## src/rtl/dmem_pkg.sv

```systemverilog
// Shared constants for the data-memory responder: MMIO register map,
// STATUS bit layout and UART serializer states.
package dmem_pkg;

  localparam logic [31:0] MMIO_BASE_DEF = 32'hFFFF_0000;

  // Register selects are word offsets, i.e. addr[7:2].
  localparam logic [5:0] REG_TXDATA      = 6'h00;
  localparam logic [5:0] REG_STATUS      = 6'h01;
  localparam logic [5:0] REG_MTIME_LO    = 6'h02;
  localparam logic [5:0] REG_MTIME_HI    = 6'h03;
  localparam logic [5:0] REG_MTIMECMP_LO = 6'h04;
  localparam logic [5:0] REG_MTIMECMP_HI = 6'h05;

  localparam int unsigned ST_BUSY    = 0;
  localparam int unsigned ST_FULL    = 1;
  localparam int unsigned ST_EMPTY   = 2;
  localparam int unsigned ST_OVF     = 3;
  localparam int unsigned ST_CNT_LSB = 4;

  typedef enum logic [1:0] {
    UART_IDLE,
    UART_START,
    UART_DATA,
    UART_STOP
  } uart_state_e;

endpackage

```

## src/rtl/dmem_responder_uart_tx.sv

```systemverilog
// UART transmitter: byte FIFO feeding an 8N1 serializer with a per-bit
// down-counter; a frame ending with data pending starts the next one at once.
module uart_tx
  import dmem_pkg::*;
#(
  parameter int unsigned BAUD_DIV   = 868,
  parameter int unsigned FIFO_DEPTH = 8
) (
  input  logic                          clk,
  input  logic                          rst_n,
  input  logic                          push,
  input  logic [7:0]                    push_data,
  input  logic                          clr_ovf,
  output logic                          tx_busy,
  output logic                          full,
  output logic                          empty,
  output logic                          overflow,
  output logic [$clog2(FIFO_DEPTH):0]   count,
  output logic                          tx
);

  localparam int unsigned AW = $clog2(FIFO_DEPTH);
  localparam int unsigned BW = $clog2(BAUD_DIV);
  localparam logic [BW-1:0] BAUD_RELOAD = BW'(BAUD_DIV - 1);
  localparam logic [AW:0]   DEPTH_CNT   = (AW+1)'(FIFO_DEPTH);

  logic [7:0]    mem [FIFO_DEPTH];
  logic [AW-1:0] wr_ptr, rd_ptr;
  logic          pop, push_ok;

  uart_state_e   state, state_d;
  logic [BW-1:0] baud_cnt, baud_d;
  logic [2:0]    bit_idx, bit_d;
  logic [7:0]    shifter, shift_d;
  logic          tx_d;

  assign full    = (count == DEPTH_CNT);
  assign empty   = (count == '0);
  // A simultaneous pop frees the slot, so a push into a full FIFO still lands.
  assign push_ok = push && (!full || pop);
  assign tx_busy = (state != UART_IDLE);

  always_ff @(posedge clk) begin
    if (push_ok) mem[wr_ptr] <= push_data;
  end

  always_ff @(posedge clk or negedge rst_n) begin
    if (!rst_n) begin
      wr_ptr   <= '0;
      rd_ptr   <= '0;
      count    <= '0;
      overflow <= 1'b0;
    end else begin
      if (push_ok) wr_ptr <= wr_ptr + 1'b1;
      if (pop)     rd_ptr <= rd_ptr + 1'b1;
      case ({push_ok, pop})
        2'b10:   count <= count + 1'b1;
        2'b01:   count <= count - 1'b1;
        default: count <= count;
      endcase
      if (push && !push_ok) overflow <= 1'b1;
      else if (clr_ovf)     overflow <= 1'b0;
    end
  end

  always_ff @(posedge clk or negedge rst_n) begin
    if (!rst_n) begin
      state    <= UART_IDLE;
      baud_cnt <= '0;
      bit_idx  <= '0;
      shifter  <= '0;
      tx       <= 1'b1;
    end else begin
      state    <= state_d;
      baud_cnt <= baud_d;
      bit_idx  <= bit_d;
      shifter  <= shift_d;
      tx       <= tx_d;
    end
  end

  // tx is registered from the next-state view so the line changes together with the state.
  always_comb begin
    state_d = state;
    baud_d  = baud_cnt;
    bit_d   = bit_idx;
    shift_d = shifter;
    tx_d    = 1'b1;
    pop     = 1'b0;
    if (state != UART_IDLE) baud_d = baud_cnt - 1'b1;
    case (state)
      UART_IDLE: begin
        if (!empty) begin
          pop     = 1'b1;
          shift_d = mem[rd_ptr];
          state_d = UART_START;
          baud_d  = BAUD_RELOAD;
          tx_d    = 1'b0;
        end
      end
      UART_START: begin
        tx_d = 1'b0;
        if (baud_cnt == '0) begin
          state_d = UART_DATA;
          baud_d  = BAUD_RELOAD;
          bit_d   = '0;
          tx_d    = shifter[0];
        end
      end
      UART_DATA: begin
        tx_d = shifter[0];
        if (baud_cnt == '0) begin
          baud_d = BAUD_RELOAD;
          if (bit_idx == 3'd7) begin
            state_d = UART_STOP;
            tx_d    = 1'b1;
          end else begin
            bit_d   = bit_idx + 1'b1;
            shift_d = {1'b0, shifter[7:1]};
            tx_d    = shifter[1];
          end
        end
      end
      UART_STOP: begin
        tx_d = 1'b1;
        if (baud_cnt == '0) begin
          if (!empty) begin
            pop     = 1'b1;
            shift_d = mem[rd_ptr];
            state_d = UART_START;
            baud_d  = BAUD_RELOAD;
            tx_d    = 1'b0;
          end else begin
            state_d = UART_IDLE;
          end
        end
      end
      default: state_d = UART_IDLE;
    endcase
  end

endmodule

```

## src/rtl/dmem_responder.sv

```systemverilog
// Port-B data-memory responder: BRAM passthrough plus an MMIO window with
// a UART transmitter and a 64-bit machine timer; loads return one cycle later.
module dmem_responder
  import dmem_pkg::*;
#(
  parameter logic [31:0]  MMIO_BASE  = MMIO_BASE_DEF,
  parameter int unsigned  BAUD_DIV   = 868,
  parameter int unsigned  FIFO_DEPTH = 8
) (
  input  logic        clk,
  input  logic        rst_n,
  input  logic [31:0] core_addr,
  input  logic [3:0]  core_we,
  input  logic [31:0] core_wdata,
  input  logic        core_re,
  output logic [31:0] core_rdata,
  output logic [31:0] bram_addr,
  output logic [3:0]  bram_we,
  output logic [31:0] bram_wdata,
  input  logic [31:0] bram_rdata,
  output logic        uart_tx,
  output logic        irq_timer
);

  localparam int unsigned CW = $clog2(FIFO_DEPTH) + 1;

  logic          mmio_hit;
  logic [5:0]    reg_sel;
  logic [63:0]   mtime, mtime_d, mtimecmp, mtimecmp_d;
  logic          push, clr_ovf;
  logic          tx_busy, fifo_full, fifo_empty, tx_ovf;
  logic [CW-1:0] fifo_count;
  logic [31:0]   status_word, mmio_rdata, mmio_rdata_q;
  logic          sel_mmio_q;
  logic          unused_addr;

  assign mmio_hit    = (core_addr[31:16] == MMIO_BASE[31:16]);
  assign reg_sel     = core_addr[7:2];
  assign unused_addr = ^{core_addr[15:8], core_addr[1:0]};

  assign bram_addr  = core_addr;
  assign bram_wdata = core_wdata;
  assign bram_we    = mmio_hit ? '0 : core_we;

  assign push    = mmio_hit && (reg_sel == REG_TXDATA) && core_we[0];
  assign clr_ovf = mmio_hit && (reg_sel == REG_STATUS) && core_we[0] && core_wdata[ST_OVF];

  uart_tx #(
    .BAUD_DIV   (BAUD_DIV),
    .FIFO_DEPTH (FIFO_DEPTH)
  ) u_uart (
    .clk       (clk),
    .rst_n     (rst_n),
    .push      (push),
    .push_data (core_wdata[7:0]),
    .clr_ovf   (clr_ovf),
    .tx_busy   (tx_busy),
    .full      (fifo_full),
    .empty     (fifo_empty),
    .overflow  (tx_ovf),
    .count     (fifo_count),
    .tx        (uart_tx)
  );

  // Written bytes replace the incremented value, so they skip this cycle's tick.
  always_comb begin
    mtime_d    = mtime + 64'd1;
    mtimecmp_d = mtimecmp;
    if (mmio_hit) begin
      for (int unsigned b = 0; b < 4; b++) begin
        if (core_we[b]) begin
          if (reg_sel == REG_MTIME_LO)    mtime_d[8*b +: 8]         = core_wdata[8*b +: 8];
          if (reg_sel == REG_MTIME_HI)    mtime_d[32+8*b +: 8]      = core_wdata[8*b +: 8];
          if (reg_sel == REG_MTIMECMP_LO) mtimecmp_d[8*b +: 8]      = core_wdata[8*b +: 8];
          if (reg_sel == REG_MTIMECMP_HI) mtimecmp_d[32+8*b +: 8]   = core_wdata[8*b +: 8];
        end
      end
    end
  end

  always_comb begin
    status_word                     = '0;
    status_word[ST_BUSY]            = tx_busy;
    status_word[ST_FULL]            = fifo_full;
    status_word[ST_EMPTY]           = fifo_empty;
    status_word[ST_OVF]             = tx_ovf;
    status_word[ST_CNT_LSB +: 4]    = 4'(fifo_count);
  end

  always_comb begin
    mmio_rdata = '0;
    case (reg_sel)
      REG_STATUS:      mmio_rdata = status_word;
      REG_MTIME_LO:    mmio_rdata = mtime[31:0];
      REG_MTIME_HI:    mmio_rdata = mtime[63:32];
      REG_MTIMECMP_LO: mmio_rdata = mtimecmp[31:0];
      REG_MTIMECMP_HI: mmio_rdata = mtimecmp[63:32];
      default:         mmio_rdata = '0;
    endcase
  end

  always_ff @(posedge clk or negedge rst_n) begin
    if (!rst_n) begin
      mtime        <= '0;
      mtimecmp     <= '1;
      irq_timer    <= 1'b0;
      sel_mmio_q   <= 1'b0;
      mmio_rdata_q <= '0;
    end else begin
      mtime      <= mtime_d;
      mtimecmp   <= mtimecmp_d;
      irq_timer  <= (mtime >= mtimecmp);
      sel_mmio_q <= core_re && mmio_hit;
      if (core_re) mmio_rdata_q <= mmio_rdata;
    end
  end

  assign core_rdata = sel_mmio_q ? mmio_rdata_q : bram_rdata;

endmodule

```

## config.mk

```make
export PLATFORM = sky130hd
export DESIGN_NAME = dmem_responder
export DESIGN_NICKNAME = d
export VERILOG_FILES = /design/src/rtl/dmem_pkg.sv /design/src/rtl/dmem_responder_uart_tx.sv /design/src/rtl/dmem_responder.sv
export SDC_FILE = /design/constraint.sdc
export NUM_CORES = 1
export LEC_CHECK = 0
export BUFFER_PORTS_ARGS = -buffer_cell sky130_fd_sc_hd__buf_2
export CAP_MARGIN = 5
export CORE_MARGIN = 3
export CORE_UTILIZATION = 55
export CTS_CLUSTER_DIAMETER = 30
export DETAILED_ROUTE_END_ITERATION = 7
export GPL_TIMING_DRIVEN = 0
export PLACE_DENSITY = 0.84
export SLEW_MARGIN = 20
export SYNTH_ARGS = -nofsm -noshare
export SYNTH_HDL_FRONTEND = slang
export SYNTH_HIERARCHICAL = 1
export SYNTH_SLANG_ARGS = --single-unit
```

## constraint.sdc

```tcl
create_clock -name clk -period 3.51 [get_ports clk]
set_input_delay 0.1755 -clock clk [delete_from_list [all_inputs] [get_ports clk]]
set_output_delay 0.1755 -clock clk [all_outputs]
set_load 0.03 [all_outputs]
```

==> reports/summary.log <==
qor: floorplan.io-pin-count 205
qor: synth.async_flop_share 75.5%
qor: setup_path.cp-end-kind flip-flop
qor: timing.finalClockSkew 0.0404 ns
qor: timing.hold_slack 0.0230 ns
qor: placed_design.globalplace.congestion 0.908
qor: floorplan.die_area 29900 um2
qor: placed_design.dpl_cell_area 16900 um2
qor: setup_path.worstPathCellList inv_1 > ha_1 > nor4b_4 > a41oi_1 > nor3_4 > o21ai_4 > nor4b_2 > buf_4
qor: placed_design.placement.io_buffers 192
qor: setup_path.cp_slowest_cell nor4b_2
qor: timing.grt_setup_unrepaired no
qor: clock_tree.cts-root-buf clkbuf_16
qor: final_layout.stdcell_count 2132
qor: pwr.static_leakage 8.09 nW
qor: detailed_routing.post-route-drc-count 0
qor: setup_path.critical_path_arrival 3.58 ns
qor: synth.dominantRegCellSynth dfrtp_1
qor: global_routing.first_global_vias 13300
qor: floorplan.core_region 27200 um2
qor: detailed_routing.dr_wl_cell 21.5 um
qor: final_layout.layout_area_overhead 26.0%
qor: detailed_routing.met2_wirelength 22.7 mm
qor: timing.finalWorstPathRequiredPeriod 3.29 ns
qor: floorplan.die_y 173 um
qor: timing.timing.fmax 0.304 GHz
qor: timing.timing.max_slew.rel_slack 19.6%
qor: timing.drv_slew 0
qor: synth.syn-cell-area 15300 um2
qor: clock_tree.cts_buffers 55
qor: final_layout.stdcell_area 19300 um2
qor: final_layout.n_fill_cell 1814
qor: synth.synth.yosys.warnings 6
qor: run_status.run_status complete, no violations
qor: detailed_routing.drt_first_pass_iters 6
qor: floorplan.initial_core_util 56.4%
qor: synth.syn_avg_cell_area 10.8 um2
qor: timing.finalCritPeriodShare 93.6%
qor: global_routing.grt_antenna_before_repair 1
qor: floorplan.die_w 173 um
qor: flow_run.maxCapViolCount 0
qor: clock_tree.clkSinkCount 261
qor: final_layout.mostFrequentLayoutCells 198 x buf_2, 132 x dfrtp_1, 130 x mux2_2
qor: clock_tree.max_root_sink_buffers 3
qor: detailed_routing.drtAntennaViolNets 0
qor: synth.synth_seq_area_share 45.2%
qor: placed_design.place.detailed.hpwl 30.2 mm
qor: hold_path.hold_class in -> reg
qor: clock_tree.cts_tree done
qor: detailed_routing.totalWireLength 45.8 mm
qor: timing.worstMarginPinSlew 1.20 ns
qor: synth.ys_seq_elements 261
qor: final_layout.final_nets 1893
qor: floorplan.fp-row-count 60
qor: detailed_routing.via_total_after_detailed_routing 13200
qor: synth.count_of_flip_flops_with_a_built_in_enable_after_synthesis 64
qor: placed_design.placed_insts 1995
qor: setup_path.critPathMaxStageDelay 0.67 ns
qor: setup_path.critical_path.startpoint_type flip-flop
qor: global_routing.grt_usage 29.6%
qor: setup_path.crit_type reg -> reg
qor: final_layout.final_common_cell buf_2
qor: final_layout.drive_above_1_share 34.9%
qor: pwr.vdd.ir_drop.worst 0.000460 V
qor: detailed_routing.met1Wirelength 16.9 mm
qor: detailed_routing.drtIter0Drc 1374
qor: timing.setup_viol 0
qor: detailed_routing.highest_signal_layer met4
qor: setup_path.required 3.80 ns
qor: global_routing.global_route.overflow_total 0
qor: clock_tree.cts_htree_levels 2
qor: clock_tree.clk_latency 0.59 ns
qor: timing.hold_violations 0
qor: clock_tree.worst_setup_hold_path_clk_slew 0.06 ns
qor: final_layout.insertedDiodeCount 0
qor: pwr.p_per_area 501 nW/um2
qor: setup_path.path_max_fanout 10
qor: synth.yosys.cell_types.count 79
qor: synth.post_synth_inst_count 1425
qor: detailed_routing.met3_length 4.23 mm
qor: global_routing.grt_first_pass_wirelength 71.2 mm
qor: pwr.total_power 9.67 mW
qor: synth.syn_nets 1605
qor: detailed_routing.avgViaCountPerCell 6.17
qor: global_routing.largest_net_degree_at_the_start_of_global_routing 100
[sequential cells by signal (all words and copies together), names as in the netlist]
signal           flops
u_uart/state         2
mtimecmp            64
u_uart/bit_idx       3
u_uart/baud_cnt     10
mtime               64
u_uart/count         4
u_uart/tx            1
u_uart/wr_ptr        3
sel_mmio_q           1
mmio_rdata_q        32
u_uart/mem          64
u_uart/rd_ptr        3
u_uart/shifter       8
irq_timer            1
u_uart/overflow      1
[per-layer routing]
| layer | track usage, % | vias up |
|---|---|---|
| met3 | 6.13 | 177 |
| met4 | 14.1 | 0 |
| met1 | 35.6 | 6377 |
| li1 | - | 5768 |
| met2 | 50.9 | 831 |
| met5 | 0 | - |
[worst max-delay path, delay by kind of cell (launching register included)]
family / cells / cell delay [ns]
AND/OR/NAND/NOR: 3 / 1.57
AO/OA/AOI/OAI: 2 / 0.48
flip-flops: 1 / 0.40
buffers and inverters: 2 / 0.37
adder cells (fa/ha/maj): 1 / 0.21
[stage by stage]
stage | utilization, % | worst slack [ns] | TNS (ns)
4_1_cts | 71.0 | 0.233 | 0
6_report | 71.1 | 0.224 | 0
3_3_place_gp | 61.7 | -1.06 | -155.90
5_1_grt | 71.1 | 0.0273 | 0
2_1_floorplan | - | 0.518 | 0
3_5_place_dp | 62.2 | 0.102 | 0
[Yosys cell counts (4+ instances only)]
library cell | count | area (um2)
ha_1 | 76 | 951
and3_1 | 12 | 75.1
buf_4 | 64 | 480
nor2_1 | 98 | 368
nand3_1 | 47 | 235
a21oi_1 | 115 | 576
mux4_2 | 16 | 360
nor3_1 | 28 | 140
a211oi_1 | 5 | 37.5
o21ai_0 | 27 | 135
nand3b_1 | 4 | 30.0
inv_1 | 82 | 308
nor3b_1 | 5 | 37.5
a41oi_1 | 9 | 78.8
clkbuf_1 | 41 | 154
o211a_1 | 7 | 70.1
a22o_1 | 6 | 52.6
edfxtp_1 | 64 | 1920
buf_1 | 12 | 45.0
nor2b_1 | 8 | 50.1
buf_2 | 7 | 35.0
mux2_2 | 130 | 1460
nand2_1 | 90 | 338
a221oi_1 | 33 | 289
xor2_1 | 39 | 342
and2_1 | 11 | 68.8
mux2i_1 | 10 | 100
dfrtp_1 | 132 | 3300
nand4_1 | 36 | 225
a31oi_1 | 5 | 31.3
dfstp_2 | 65 | 1710
xnor2_1 | 29 | 254
nor4_1 | 6 | 37.5
and4_1 | 9 | 78.8
a22oi_1 | 24 | 180
[where the power goes]
part | switching [mW] | internal [mW]
sequential | 0.0834 | 3.21
clock | 1.84 | 3.86
combinational | 0.395 | 0.282
total | 2.32 | 7.35
[cell type report]
| cell class | instances | area [um2] | area share (%) |
|---|---|---|---|
| clock buffers | 67 | 1520 | 7.88 |
| clock inverters | 37 | 547 | 2.83 |
| plain buffers | 126 | 737 | 3.82 |
| inverters | 83 | 317 | 1.64 |
| well taps | 372 | 465 | 2.41 |
| flip-flops and latches | 261 | 6930 | 35.9 |
| multi-input cells | 955 | 7400 | 38.3 |
| repair buffers | 231 | 1390 | 7.20 |
[path summary, 6_finish.rpt]
kind | depth (start not counted) | to | start | slack (ns)
worst max-delay path | 8 | u_uart/mem[1][5]$_DFFE_PP_ | u_uart/baud_cnt[0]$_DFF_PN0_ | 0.22
worst min-delay path | 1 | u_uart/mem[0][2]$_DFFE_PP_ | core_wdata[2] | 0.02
worst max register to register | 8 | u_uart/mem[1][5]$_DFFE_PP_ | u_uart/baud_cnt[0]$_DFF_PN0_ | 0.22
worst min register to register | 1 | mmio_rdata_q[13]$_DFFE_PN0P_ | mmio_rdata_q[13]$_DFFE_PN0P_ | 0.50
max in group asynchronous | 4 | mtimecmp[53]$_DFFE_PN1P_ | rst_n | 2.37
min in group asynchronous | 3 | u_uart/shifter[2]$_DFFE_PN0P_ | rst_n | 0.21
[logic make-up (layout without fill, tap and decap cells)]
| kind of cell | Yosys count | after routing | share of synthesized area, % |
|---|---|---|---|
| and+or+nand+nor | 386 | 386 | 13.3 |
| AOI/OAI and AO/OA | 265 | 265 | 11.6 |
| DFF | 261 | 261 | 45.2 |
| buffers and inverters | 209 | 544 | 6.87 |
| muxes | 159 | 159 | 12.8 |
| adders and majority gates | 77 | 77 | 6.33 |
| xor gates and xnor gates | 68 | 68 | 3.88 |
[what timing repair did]
item | CTS | global route
setup endpoints to repair | 0 | 8
setup buffers | 0 | 0
resized for setup | 0 | 1
endpoints found under the hold margin | 220 | 0
hold buffers | 33 | 0
(Power assumes the default switching activity.)
